$ cat config.mk
export PLATFORM = sky130hd
export DESIGN_NAME = clave_step_counter
export DESIGN_NICKNAME = d
export VERILOG_FILES = /design/src/rtl/clave_step_counter_pkg.sv /design/src/rtl/clave_step_counter_step_div.sv /design/src/rtl/clave_step_counter.sv
export SDC_FILE = /design/constraint.sdc
export NUM_CORES = 1
export LEC_CHECK = 0
export BUFFER_PORTS_ARGS = -buffer_cell sky130_fd_sc_hd__buf_2
export CAP_MARGIN = 20
export CORE_UTILIZATION = 52
export CTS_BUF_LIST = sky130_fd_sc_hd__clkbuf_2
export DETAILED_ROUTE_END_ITERATION = 16
export GPL_TIMING_DRIVEN = 0
export PLACE_DENSITY = 0.87
export REMOVE_ABC_BUFFERS = 1
export SETUP_SLACK_MARGIN = 0.05
export SYNTH_ARGS = -nofsm -noshare
export SYNTH_HDL_FRONTEND = slang
export SYNTH_HIERARCHICAL = 1
export SYNTH_SLANG_ARGS = --single-unit
$ cat constraint.sdc
create_clock -name clk -period 2.2 [get_ports clk]
set_input_delay 0.44 -clock clk [delete_from_list [all_inputs] [get_ports clk]]
set_output_delay 0.44 -clock clk [all_outputs]
set_load 0.02 [all_outputs]
$ cat src/rtl/clave_step_counter_pkg.sv
// Shared definitions for the clave step counter: FSM state encodings and the
// default measure geometry used by the rate divider and pattern ROM as well.
package clave_step_counter_pkg;

  typedef enum logic [1:0] {
    ST_IDLE = 2'd0,
    ST_RUN  = 2'd1,
    ST_HOLD = 2'd2,
    ST_DONE = 2'd3
  } state_t;

  localparam int DEF_WIDTH    = 13;
  localparam int DEF_MAXCOUNT = 6600;
  localparam int DEF_STEP_LEN = 825;
  localparam int DEF_SW       = 3;

endpackage

$ cat src/rtl/clave_step_counter_step_div.sv
// Step divider: counts 0..STEP_LEN-1 on adv and strobes wrap on the advance
// that leaves the last count of a step.
module clave_step_div #(
  parameter int STEP_LEN = 825
) (
  input  logic clk,
  input  logic resetn,
  input  logic adv,
  input  logic clr,
  output logic wrap
);

  localparam int CW = (STEP_LEN > 1) ? $clog2(STEP_LEN) : 1;

  logic [CW-1:0] r_cnt;

  assign wrap = adv && (r_cnt == CW'(STEP_LEN - 1));

  // NOTE: sequential state uses non-blocking assignments so every register
  // samples the pre-edge values, independent of process ordering.
  always_ff @(posedge clk) begin
    if (!resetn) begin
      r_cnt <= '0;
    end else if (clr) begin
      r_cnt <= '0;
    end else if (adv) begin
      r_cnt <= wrap ? '0 : r_cnt + CW'(1);
    end
  end

endmodule

$ cat src/rtl/clave_step_counter.sv
// Multi-step clave beat counter: counts qualified enables through a measure,
// emitting a tick at each step start and done at each measure end.
module clave_step_counter
  import clave_step_counter_pkg::*;
#(
  parameter int WIDTH    = DEF_WIDTH,
  parameter int MAXCOUNT = DEF_MAXCOUNT,
  parameter int STEP_LEN = DEF_STEP_LEN,
  parameter int SW       = DEF_SW
) (
  input  logic             clk,
  input  logic             resetn,
  input  logic             go,
  input  logic             en,
  input  logic             pause,
  input  logic             loop,
  output logic [WIDTH-1:0] count,
  output logic [SW-1:0]    step,
  output logic             tick,
  output logic             done,
  output logic             busy,
  output logic             finished
);

  state_t           r_state;
  state_t           w_state_nxt;
  logic             w_adv;
  logic             w_meas_end;
  logic             w_clr;
  logic             w_wrap;
  logic [WIDTH-1:0] w_count_nxt;
  logic [SW-1:0]    w_step_nxt;
  logic             w_tick_nxt;
  logic             w_done_nxt;

  // go outranks pause, which outranks en; only RUN ever advances.
  assign w_adv      = (r_state == ST_RUN) && !go && !pause && en;
  assign w_meas_end = w_adv && (count == WIDTH'(MAXCOUNT - 1));
  assign w_clr      = go || w_meas_end;

  clave_step_div #(
    .STEP_LEN(STEP_LEN)
  ) u_step_div (
    .clk   (clk),
    .resetn(resetn),
    .adv   (w_adv),
    .clr   (w_clr),
    .wrap  (w_wrap)
  );

  always_ff @(posedge clk) begin
    if (!resetn) begin
      r_state  <= ST_IDLE;
      count    <= '0;
      step     <= '0;
      tick     <= 1'b0;
      done     <= 1'b0;
      busy     <= 1'b0;
      finished <= 1'b0;
    end else begin
      r_state  <= w_state_nxt;
      count    <= w_count_nxt;
      step     <= w_step_nxt;
      tick     <= w_tick_nxt;
      done     <= w_done_nxt;
      busy     <= (w_state_nxt == ST_RUN) || (w_state_nxt == ST_HOLD);
      finished <= (w_state_nxt == ST_DONE);
    end
  end

  // NOTE: every signal written here gets a default first, so no path can
  // leave it unassigned and infer a latch.
  always_comb begin
    w_state_nxt = r_state;
    if (go) begin
      w_state_nxt = ST_RUN;
    end else begin
      unique case (r_state)
        ST_IDLE: w_state_nxt = ST_IDLE;
        ST_RUN: begin
          if (pause)                  w_state_nxt = ST_HOLD;
          else if (w_meas_end && !loop) w_state_nxt = ST_DONE;
        end
        // The resume cycle only changes state; counting restarts next cycle.
        ST_HOLD: if (!pause) w_state_nxt = ST_RUN;
        ST_DONE: w_state_nxt = ST_DONE;
        default: w_state_nxt = ST_IDLE;
      endcase
    end
  end

  always_comb begin
    w_count_nxt = count;
    w_step_nxt  = step;
    w_tick_nxt  = 1'b0;
    w_done_nxt  = 1'b0;
    if (go) begin
      w_count_nxt = '0;
      w_step_nxt  = '0;
      w_tick_nxt  = 1'b1;
    end else if (w_meas_end) begin
      w_count_nxt = '0;
      w_step_nxt  = '0;
      w_done_nxt  = 1'b1;
      w_tick_nxt  = loop;
    end else if (w_adv) begin
      w_count_nxt = count + WIDTH'(1);
      if (w_wrap) begin
        w_step_nxt = step + SW'(1);
        w_tick_nxt = 1'b1;
      end
    end
  end

endmodule

==> results of run 1 <==
==> synthesized netlist by cell type, types with 2 or more instances <==
master / number / area, µm²
nand2b_1: 3 / 18.8
o31ai_1: 2 / 15.0
nand4_1: 8 / 50.1
buf_2: 3 / 15.0
o21ai_0: 7 / 35.0
nor3_1: 3 / 15.0
dfxtp_1: 32 / 641
or3_1: 5 / 31.3
a21oi_1: 10 / 50.1
and3_1: 4 / 25.0
nor2_1: 17 / 63.8
nand3_1: 11 / 55.1
ha_1: 5 / 62.6
inv_1: 4 / 15.0
nand4_2: 2 / 25.0
nand2_1: 8 / 30.0
and2_1: 4 / 25.0
and4_1: 2 / 17.5
xor2_1: 14 / 123
nor2b_1: 3 / 18.8
==> cells in the final DEF (no fill, tap or decap), drive strengths merged, types with 4 or more instances in the layout <==
cell    netlist  layout
dfxtp        32      32
and2          4       4
inv           4       4
a21oi        11      11
nand4        10      10
ha            5       5
and3          4       4
nand3        12      12
nand2         9       9
o21ai         8       8
nor2         17      17
or3           6       6
xor2         14      14
clkbuf        0       6
buf           4      27
==> flip-flops by register name, summed over array words and instances (netlist names) <==
register	cells
step	3
r_state	2
u_step_div/r_cnt	10
finished	1
count	13
done	1
busy	1
tick	1
==> per-layer routing <==
layer	GRT usage, %	wire length (µm)	up-vias
li1	-	-	666
met1	24.9	1460	582
met2	31.1	1320	22
met3	5.53	116	6
met4	7.32	43	0
met5	0	0	-
==> per-stage QoR <==
step	utilization, %	power [mW]	setup TNS, ps
after floorplan	-	0.630	-453
after global placement	60.7	0.649	-6870
after detailed placement	60.7	0.650	-7680
after CTS	62.4	0.915	0
after global routing	62.9	0.951	0
final	62.9	0.904	0
==> worst register-to-register path: cells and delay by family (launching register included) <==
family / cells / cell delay [ps]
and+or+nand+nor: 4 / 740
buffers and inverters: 2 / 350
DFF: 1 / 390
AOI/OAI and AO/OA: 1 / 400
==> where the power goes <==
part	switching, mW	leakage (nW)	internal (mW)	total (mW)
clock	0.190	0.0288	0.0758	0.265
sequential	0.00267	0.259	0.584	0.587
combinational	0.0321	0.437	0.0192	0.0513
==> final cells by class <==
| class | count | area share (%) |
|---|---|---|
| Clock buffer | 6 | 1.70 |
| Tap cell | 31 | 2.20 |
| Timing Repair Buffer | 27 | 7.94 |
| Clock inverter | 1 | 0.283 |
| Multi-Input combinational cell | 129 | 50.7 |
| Sequential cell | 32 | 36.3 |
| Inverter | 4 | 0.850 |
==> final timing paths <==
| check | cells after the start | end | slack (ps) |
|---|---|---|---|
| worst min-delay path | 2 | busy | 380 |
| worst max-delay path | 7 | u_step_div/r_cnt[3] | 210 |
| worst max register to register | 7 | u_step_div/r_cnt[3] | 210 |
| worst min register to register | 2 | u_step_div/r_cnt[9] | 510 |
==> repair_timing <==
| item | 4_1_cts | 5_1_grt |
|---|---|---|
| gates resized for setup | 2 | 1 |
| endpoints found under the hold margin | 0 | 0 |
| gates cloned | 0 | 0 |
| hold buffers | 0 | 0 |
| pin swaps | 1 | 1 |
| endpoints found under the setup margin | 15 | 3 |
| buffers inserted | 1 | 1 |
==> logic make-up (layout without fill, tap and decap cells) <==
group | after synthesis | after routing
XOR/XNOR | 14 | 14
buffers and inverters | 8 | 38
adder cells (fa/ha/maj) | 6 | 6
AND/OR/NAND/NOR | 83 | 83
AO/OA/AOI/OAI | 25 | 25
multiplexers | 1 | 1
flip-flops | 32 | 32
==> impl_metrics.yaml, run 1 <==
layout:
  nets: 210
  syn2layout_area_growth_pct: 13.0
  drive_gt1_share_pct: 23.6
  antenna_cells: 0
  seq_area_um2: 641
  multiInputGateArea_um2: 896
  instances_no_fill: 230
  stdcell_area_mm2: 0.00177
  fillers: 246
timing:
  rsz0062_at_grt: "no"
  hold_violations: 0
  report.final.slew_viol_count: 0
  worst_slew_pin_slew_ps: 429
  period_needed_ps: 1990
  period_share_pct: 90.6
  fin_skew_ps: 3.42
  slew-limit-headroom_pct: 71.3
  fmaxAchievable_mhz: 502
  setup_viol: 0
  whs_ps: 379
  setup_ws_ps: 206
die:
  die_w_um: 56.8
  fp-row-count: 19
  core_mm2: 0.00281
  fp.dieH_um: 56.8
  dieArea_mm2: 0.00323
  start_util_pct: 55.7
  ios: 26
placement:
  io_buffers: 25
  gp_congestion: 0.773
  pre_cts_slack_ps: -802
  dp_cells: 221
  dpl.hpwl_um: 2050
  placed_area_mm2: 0.00170
synth:
  synth-edff-count: 0
  synthArstFlopShare_pct: 0
  synthMuxAreaShare_pct: 0.641
  syn_area_mm2: 0.00156
  synth_xor_area_share_pct: 7.85
  ys_ff_latch: 32
  yosys.area_share.simple_pct: 32.5
  synthAdderAreaFrac_pct: 4.64
  syn-instance-count: 169
  syn_area_per_cell_um2: 9.25
  synth-compound-area-share_pct: 11.0
  ys_seq_area_share_pct: 41.0
  yosys_warnings: 6
  ys_types: 42
  ys.flop_type: "dfxtp_1"
  synth_top_family_by_area: "simple AND/OR/NAND/NOR gates"
route:
  drt_iter0_drc: 56
  vias_per_cell: 5.55
  route.detailed.drc: 4
  antenna_left: 0
  drt_wl_total_um: 2930
  vias: 1276
  dr.pass1.iters: 10
  wl_per_cell_um: 12.7
outcome:
  violations: "design-rule violations"
  status: "complete, but fails checks"
global_routing:
  grt.total_usage_pct: 19.5
  grt_overflow_total: 0
  grt_first_pass_wirelength_um: 4930
  antenna_found_initial: 0
  grt_pass1_vias: 1142
  grt_max_degree: 17
hold_path:
  hp-class: "input pin to register"
  worstHoldStart: "resetn"
cts:
  tritoncts.num_buffers: 5
  path_clk_slew_ps: 150
  cts.path.max_buffers: 2
  h-tree-depth: 2
  clk-insertion-delay-late_ps: 360
  root_buffer: "clkbuf_2"
  cts.sinks: 32
  cts_tree: "built"
pwr:
  peakVddDrop_mv: 0.333
  p_leak_nw: 0.724
  power.density_mw_per_mm2: 512
worst_setup_path:
  critPathLaunchType: "register"
  crit_path_start: "r_state[1]"
  crit_required_ps: 2450
  critPathArrivalTime_ps: 2250
  reg2reg_from: "r_state[1]"
  crit_chain: "nor4b_4, nand2_2, inv_2, nand3b_1, buf_4, o31ai_4, nor2_1"
  cp_max_fo: 9
  crit_slowest_cell: "o31ai_4"
  critPathTopFamily: "simple AND/OR/NAND/NOR gates"
  crit_type: "register to register"
  critPathBufInv: 2
  end_kind: "register"
  cpPeakStageDelay_ps: 400
job:
  cap_violations: 0
Note: power is estimated with default switching activity, not from simulation.
==> run 2: changes to the inputs <==
--- a/config.mk
+++ b/config.mk
@@ -5,13 +5,14 @@
 export SDC_FILE = /design/constraint.sdc
 export NUM_CORES = 1
 export LEC_CHECK = 0
+export ABC_AREA = 1
 export BUFFER_PORTS_ARGS = -buffer_cell sky130_fd_sc_hd__buf_2
 export CAP_MARGIN = 20
-export CORE_UTILIZATION = 52
+export CORE_UTILIZATION = 53
 export CTS_BUF_LIST = sky130_fd_sc_hd__clkbuf_2
 export DETAILED_ROUTE_END_ITERATION = 16
 export GPL_TIMING_DRIVEN = 0
-export PLACE_DENSITY = 0.87
+export PLACE_DENSITY = 0.88
 export REMOVE_ABC_BUFFERS = 1
 export SETUP_SLACK_MARGIN = 0.05
 export SYNTH_ARGS = -nofsm -noshare
==> run 2 against run 1 <==
Compared with the run above:
- the flow now finishes without violations
- highest routed layer unchanged
- cell area is 14% higher
- area after synthesis is 15% higher
- wire length is 20% higher
- setup slack better by 95 ps
==> impl_metrics.yaml, run 2 <==
layout:
  syn2layout_area_growth_pct: 11.2
  final_cell_mix: "72 x nand2_1, 43 x inv_1, 35 x nor2_1, 32 x dfxtp_1, 25 x buf_2"
  drive_gt1_share_pct: 18.2
  largest_register_ffs: 13
  top_register: "count"
  antenna_cells: 0
  top_regs: "count x13, u_step_div/r_cnt x10, step x3"
  final_util_pct: 64.1
  nets: 306
  final_common_cell: "nand2_1"
route:
  wl_per_cell_um: 10.4
  vias: 1693
  route.detailed.drc: 0
  vias_per_cell: 4.98
  drt_wl_total_um: 3530
  dr.pass1.iters: 4
  antenna_left: 0
  drt_iter0_drc: 54
cts:
  cts.path.max_buffers: 2
  path_clk_slew_ps: 160
  clk-insertion-delay-late_ps: 370
  root_buffer: "clkbuf_2"
  cts_resized: 0
  cts.sinks: 32
  cts.hold.buffers_added: 0
  tritoncts.num_buffers: 5
  cts_tree: "built"
  h-tree-depth: 2
  postCtsSetupRepairBufs: 0
synth:
  ys.flop_type: "dfxtp_1"
  ys_top_cells_by_area: "dfxtp_1 36%, nand2_1 15%, inv_1 9.0%, nor2_1 7.3%, nand3_1 5.3%"
  synth_top_area_share_pct: 35.5
  ys_seq_area_share_pct: 35.5
  yosys_warnings: 6
  syn-instance-count: 265
  syn_area_mm2: 0.00180
  ys_ff_latch: 32
  yosysMostFrequentCell: "nand2_1"
  synth-edff-count: 0
  yosysTopAreaCell: "dfxtp_1"
  synthArstFlopShare_pct: 0
  synth_common_cells: "72 x nand2_1, 43 x inv_1, 35 x nor2_1"
  ys_types: 24
  syn_area_per_cell_um2: 6.80
pwr:
  p_leak_nw: 0.872
  power.density_mw_per_mm2: 461
  peakVddDrop_mv: 0.441
timing:
  report.final.slew_viol_count: 0
  period_needed_ps: 1900
  rsz0062_at_grt: "no"
  fin_skew_ps: 11.2
  fin_setup_tns_ps: 0
  setup_viol: 0
  period_share_pct: 86.3
  slew-limit-headroom_pct: 68.9
  worst_slew_pin_slew_ps: 465
  hold_violations: 0
  fmaxAchievable_mhz: 527
die:
  start_util_pct: 57.6
  fp-row-count: 20
  ios: 26
  die_w_um: 60.3
  dieArea_mm2: 0.00364
  core_mm2: 0.00313
  fp.dieH_um: 60.3
worst_setup_path:
  crit_path_start: "r_state[1]"
  crit_slowest_cell: "nor2_4"
  rr_endpoint: "step[2]"
  cpPeakStageDelay_ps: 400
  critPathArrivalTime_ps: 2180
  crit_end: "step[2]"
  rrSetupSlack_ps: 300
  end_kind: "register"
  crit_type: "register to register"
  critPathLaunchType: "register"
  cp_max_fo: 19
  critPathBufInv: 4
  crit_cells: 12
  reg2reg_depth: 12
  reg2reg_from: "r_state[1]"
  crit_chain: "inv_1, nand2_1, nor2_4, nand2_1, inv_1, nand3_4, inv_1, nand2_1, inv_1, nand3_1, nand2_1, nor2_1"
  crit_required_ps: 2480
  critPathTopFamily: "simple AND/OR/NAND/NOR gates"
global_routing:
  grt_max_degree: 20
  grt_overflow_total: 0
  antenna_found_initial: 0
  grt_first_pass_wirelength_um: 6000
  grt.total_usage_pct: 22.4
  grt_pass1_vias: 1435
hold_path:
  worstHoldStart: "resetn"
  hp-class: "input pin to register"
placement:
  gp_congestion: 0.859
  io_buffers: 25
  dpl.hpwl_um: 2720
job:
  cap_violations: 0
outcome:
  status: "complete, no violations"
-- run 2: cell types whose count changed after synthesis, moves of 4 or more --
cell	before	now
a21oi_1	10	15
and2_1	4	0
and3_1	4	0
inv_1	4	43
nand2_1	8	72
nand3_1	11	19
nand3_2	0	5
nor2_1	17	35
nor2_2	0	7
nor2_4	0	5
o21ai_0	7	3
or3_1	5	0
xor2_1	14	4
-- run 2: kinds of logic (layout without fill, tap and decap cells) --
| logic type | after synthesis | count (layout) | share of synthesized area (%) |
|---|---|---|---|
| adders and majority gates | 5 | 5 | 3.47 |
| xor gates and xnor gates | 6 | 6 | 2.91 |
| DFF | 32 | 32 | 35.5 |
| AOI/OAI and AO/OA | 20 | 20 | 5.76 |
| buffers and inverters | 45 | 76 | 9.99 |
| and+or+nand+nor | 157 | 157 | 42.3 |
-- run 2: area by class of cell --
class / instances / area [µm²]
clock buffer: 6 / 30.0
clock inverter: 2 / 11.3
fill: 286 / 1120
inverter: 43 / 161
multi-input combinational: 188 / 982
sequential: 32 / 641
tap: 44 / 55.1
timing repair buffer: 25 / 125
-- run 2: worst min-delay path by stage --
stage / end / slack [ps] / cells after the start
2_1_floorplan: u_step_div/r_cnt[9] / 470 / 2
3_3_place_gp: step[1] / 470 / 2
3_5_place_dp: step[1] / 480 / 2
4_1_cts: finished / 290 / 3
5_1_grt: busy / 270 / 3
6_report: busy / 310 / 3
-- run 2: per-layer routing --
metal / wire length, µm / global-route usage, %
met1: 1620 / 27.8
met2: 1650 / 36.1
met3: 213 / 6.93
met4: 53 / 8.64
met5: 0 / 0
-- run 2: tightest hold or removal path: stages --
cell	delay, ps
buf_2	120
nand2_1	50
inv_1	40
-- run 2: report_power, final --
part	total (mW)	switching, mW	internal, mW	leakage, nW
Clock	0.280	0.200	0.0794	0.0266
Combinational	0.0566	0.0386	0.0180	0.587
Sequential	0.588	0.00316	0.585	0.259
-- run 2: metrics by stage --
step	hold WS (ps)	instance area (µm²)	setup WS [ps]	instances	power, mW
floorplan	474	1780	455	263	0.638
global placement	470	1960	118	332	0.655
detailed placement	477	1960	44.2	332	0.657
CTS	291	2010	277	340	0.932
global route	273	2010	106	340	0.970
finish	307	2010	301	340	0.924
==> run 3: changes to the inputs <==
--- a/config.mk
+++ b/config.mk
@@ -8,11 +8,11 @@
 export ABC_AREA = 1
 export BUFFER_PORTS_ARGS = -buffer_cell sky130_fd_sc_hd__buf_2
 export CAP_MARGIN = 20
-export CORE_UTILIZATION = 53
+export CORE_UTILIZATION = 30
 export CTS_BUF_LIST = sky130_fd_sc_hd__clkbuf_2
 export DETAILED_ROUTE_END_ITERATION = 16
 export GPL_TIMING_DRIVEN = 0
-export PLACE_DENSITY = 0.88
+export PLACE_DENSITY = 0.59
 export REMOVE_ABC_BUFFERS = 1
 export SETUP_SLACK_MARGIN = 0.05
 export SYNTH_ARGS = -nofsm -noshare
==> run 3 against run 2 <==
Compared with the run above:
- combinational power hardly changed
- wire length up 7.0%
- clock-buffer cell count fell by 1
- first-iteration DRC count grew 17%
- die area rose by 74%
- global-route usage shrank 8.9 points
- critical endpoint unchanged
- highest routed layer unchanged
==> impl_metrics.yaml, run 3 (synthesis results as in run 2) <==
die:
  start_util_pct: 32.0
  dieArea_mm2: 0.00632
  fp-row-count: 27
  fp.dieH_um: 79.5
  die_w_um: 79.5
  ios: 26
  core_mm2: 0.00564
worst_setup_path:
  critPathLaunchType: "register"
  crit_type: "register to register"
  reg2reg_from: "r_state[1]"
  reg2reg_depth: 12
  crit_slowest_cell: "nor2_4"
  rrSetupSlack_ps: 290
  cpPeakStageDelay_ps: 410
  crit_required_ps: 2500
  rr_endpoint: "step[2]"
  critPathTopFamily: "simple AND/OR/NAND/NOR gates"
  crit_chain: "inv_1, nand2_1, nor2_4, nand2_1, inv_1, nand3_4, inv_1, nand2_1, inv_1, nand3_1, nand2_1, nor2_1"
  critPathArrivalTime_ps: 2210
  cp_max_fo: 19
  end_kind: "register"
  critPathBufInv: 4
hold_path:
  min_to: "finished"
  whs_path_depth: 3
  worstHoldStart: "resetn"
  hp-class: "input pin to register"
cts:
  cts.path.max_buffers: 2
  cts.sinks: 32
  postCtsSetupRepairBufs: 0
  cts_tree: "built"
  h-tree-depth: 2
  path_clk_slew_ps: 200
  cts.hold.buffers_added: 0
  clk-insertion-delay-late_ps: 400
  root_buffer: "clkbuf_2"
  tritoncts.num_buffers: 5
  cts_resized: 0
global_routing:
  grt_max_degree: 20
  grt_first_pass_wirelength_um: 6670
  grt.total_usage_pct: 13.5
  grt_pass1_vias: 1515
  antenna_found_initial: 0
  grt_overflow_total: 0
outcome:
  status: "complete, no violations"
timing:
  slew-limit-headroom_pct: 68.5
  whs_ps: 257
  period_share_pct: 86.8
  hold_violations: 0
  period_needed_ps: 1910
  fin_setup_tns_ps: 0
  setup_viol: 0
  worst_slew_pin_slew_ps: 472
  fmaxAchievable_mhz: 523
  setup_ws_ps: 289
  report.final.slew_viol_count: 0
  fin_skew_ps: 28.4
  rsz0062_at_grt: "no"
layout:
  stdcell_area_mm2: 0.00207
  top_register: "count"
  antenna_cells: 0
  largest_register_ffs: 13
  drive_gt1_share_pct: 18.6
  syn2layout_area_growth_pct: 14.6
  final_common_cell: "nand2_1"
  fillers: 611
  top_regs: "count x13, u_step_div/r_cnt x10, step x3"
  nets: 306
  seq_area_um2: 641
  final_cell_mix: "72 x nand2_1, 43 x inv_1, 35 x nor2_1, 32 x dfxtp_1, 25 x buf_2"
  multiInputGateArea_um2: 982
  instances_no_fill: 368
route:
  wl_per_cell_um: 10.3
  vias: 1606
  vias_per_cell: 4.36
  route.detailed.drc: 0
  antenna_left: 0
  drt_wl_total_um: 3780
  drt_iter0_drc: 63
  dr.pass1.iters: 4
pwr:
  power.density_mw_per_mm2: 515
  peakVddDrop_mv: 0.230
  p_leak_nw: 0.884
placement:
  gp_congestion: 0.804
  placed_area_mm2: 0.00200
  pre_cts_slack_ps: 28.2
  io_buffers: 25
  dpl.hpwl_um: 2850
  dp_cells: 360
job:
  cap_violations: 0
-- run 3: cell count changes in the layout (fill, tap and decap cells not counted) --
cell | before | now
bufinv_16 | 0 | 1
clkinv_2 | 0 | 1
clkbuf_2 | 6 | 5
clkinv_1 | 1 | 0
-- run 3: worst max path at each step --
stage	slack [ps]	cells after the start	from	endpoint
floorplan	460	12	pause	step[2]
global placement	50	13	pause	step[2]
detailed placement	30	13	pause	step[2]
CTS	280	12	r_state[1]	step[2]
global route	60	12	r_state[1]	step[2]
finish	290	12	r_state[1]	step[2]
-- run 3: power by group --
| group | internal, mW | switching (mW) | total, mW |
|---|---|---|---|
| clock network | 0.190 | 0.230 | 0.420 |
| registers | 0.586 | 0.00310 | 0.589 |
| logic | 0.0181 | 0.0388 | 0.0568 |
-- run 3: layout make-up --
type                    instances  area share, %
clock buffers                   5           1.21
clock inverters                 3           2.06
inverters                      43           7.81
multi-input cells             188           47.5
flip-flops and latches         32           31.0
well taps                      72           4.36
repair buffers                 25           6.05
-- run 3: stage by stage --
stage	util (%)	total power [mW]
floorplan	-	0.638
global placement	35.4	0.657
detailed placement	35.4	0.658
CTS	36.6	1.08
global route	36.6	1.12
finish	36.6	1.07
-- run 3: routing by layer --
| metal | wire length, µm | GRT usage [%] | vias up |
|---|---|---|---|
| li1 | - | - | 883 |
| met1 | 1880 | 16.9 | 698 |
| met2 | 1720 | 21.6 | 19 |
| met3 | 103 | 2.86 | 6 |
| met4 | 78 | 7.09 | 0 |
| met5 | 0 | 0 | - |
-- run 3: worst register-to-register path: cells and delay by family, from the launching register on --
family                 cells  cell delay [ps]
and+or+nand+nor            8             1030
buffers and inverters      4              430
DFF                        1              380
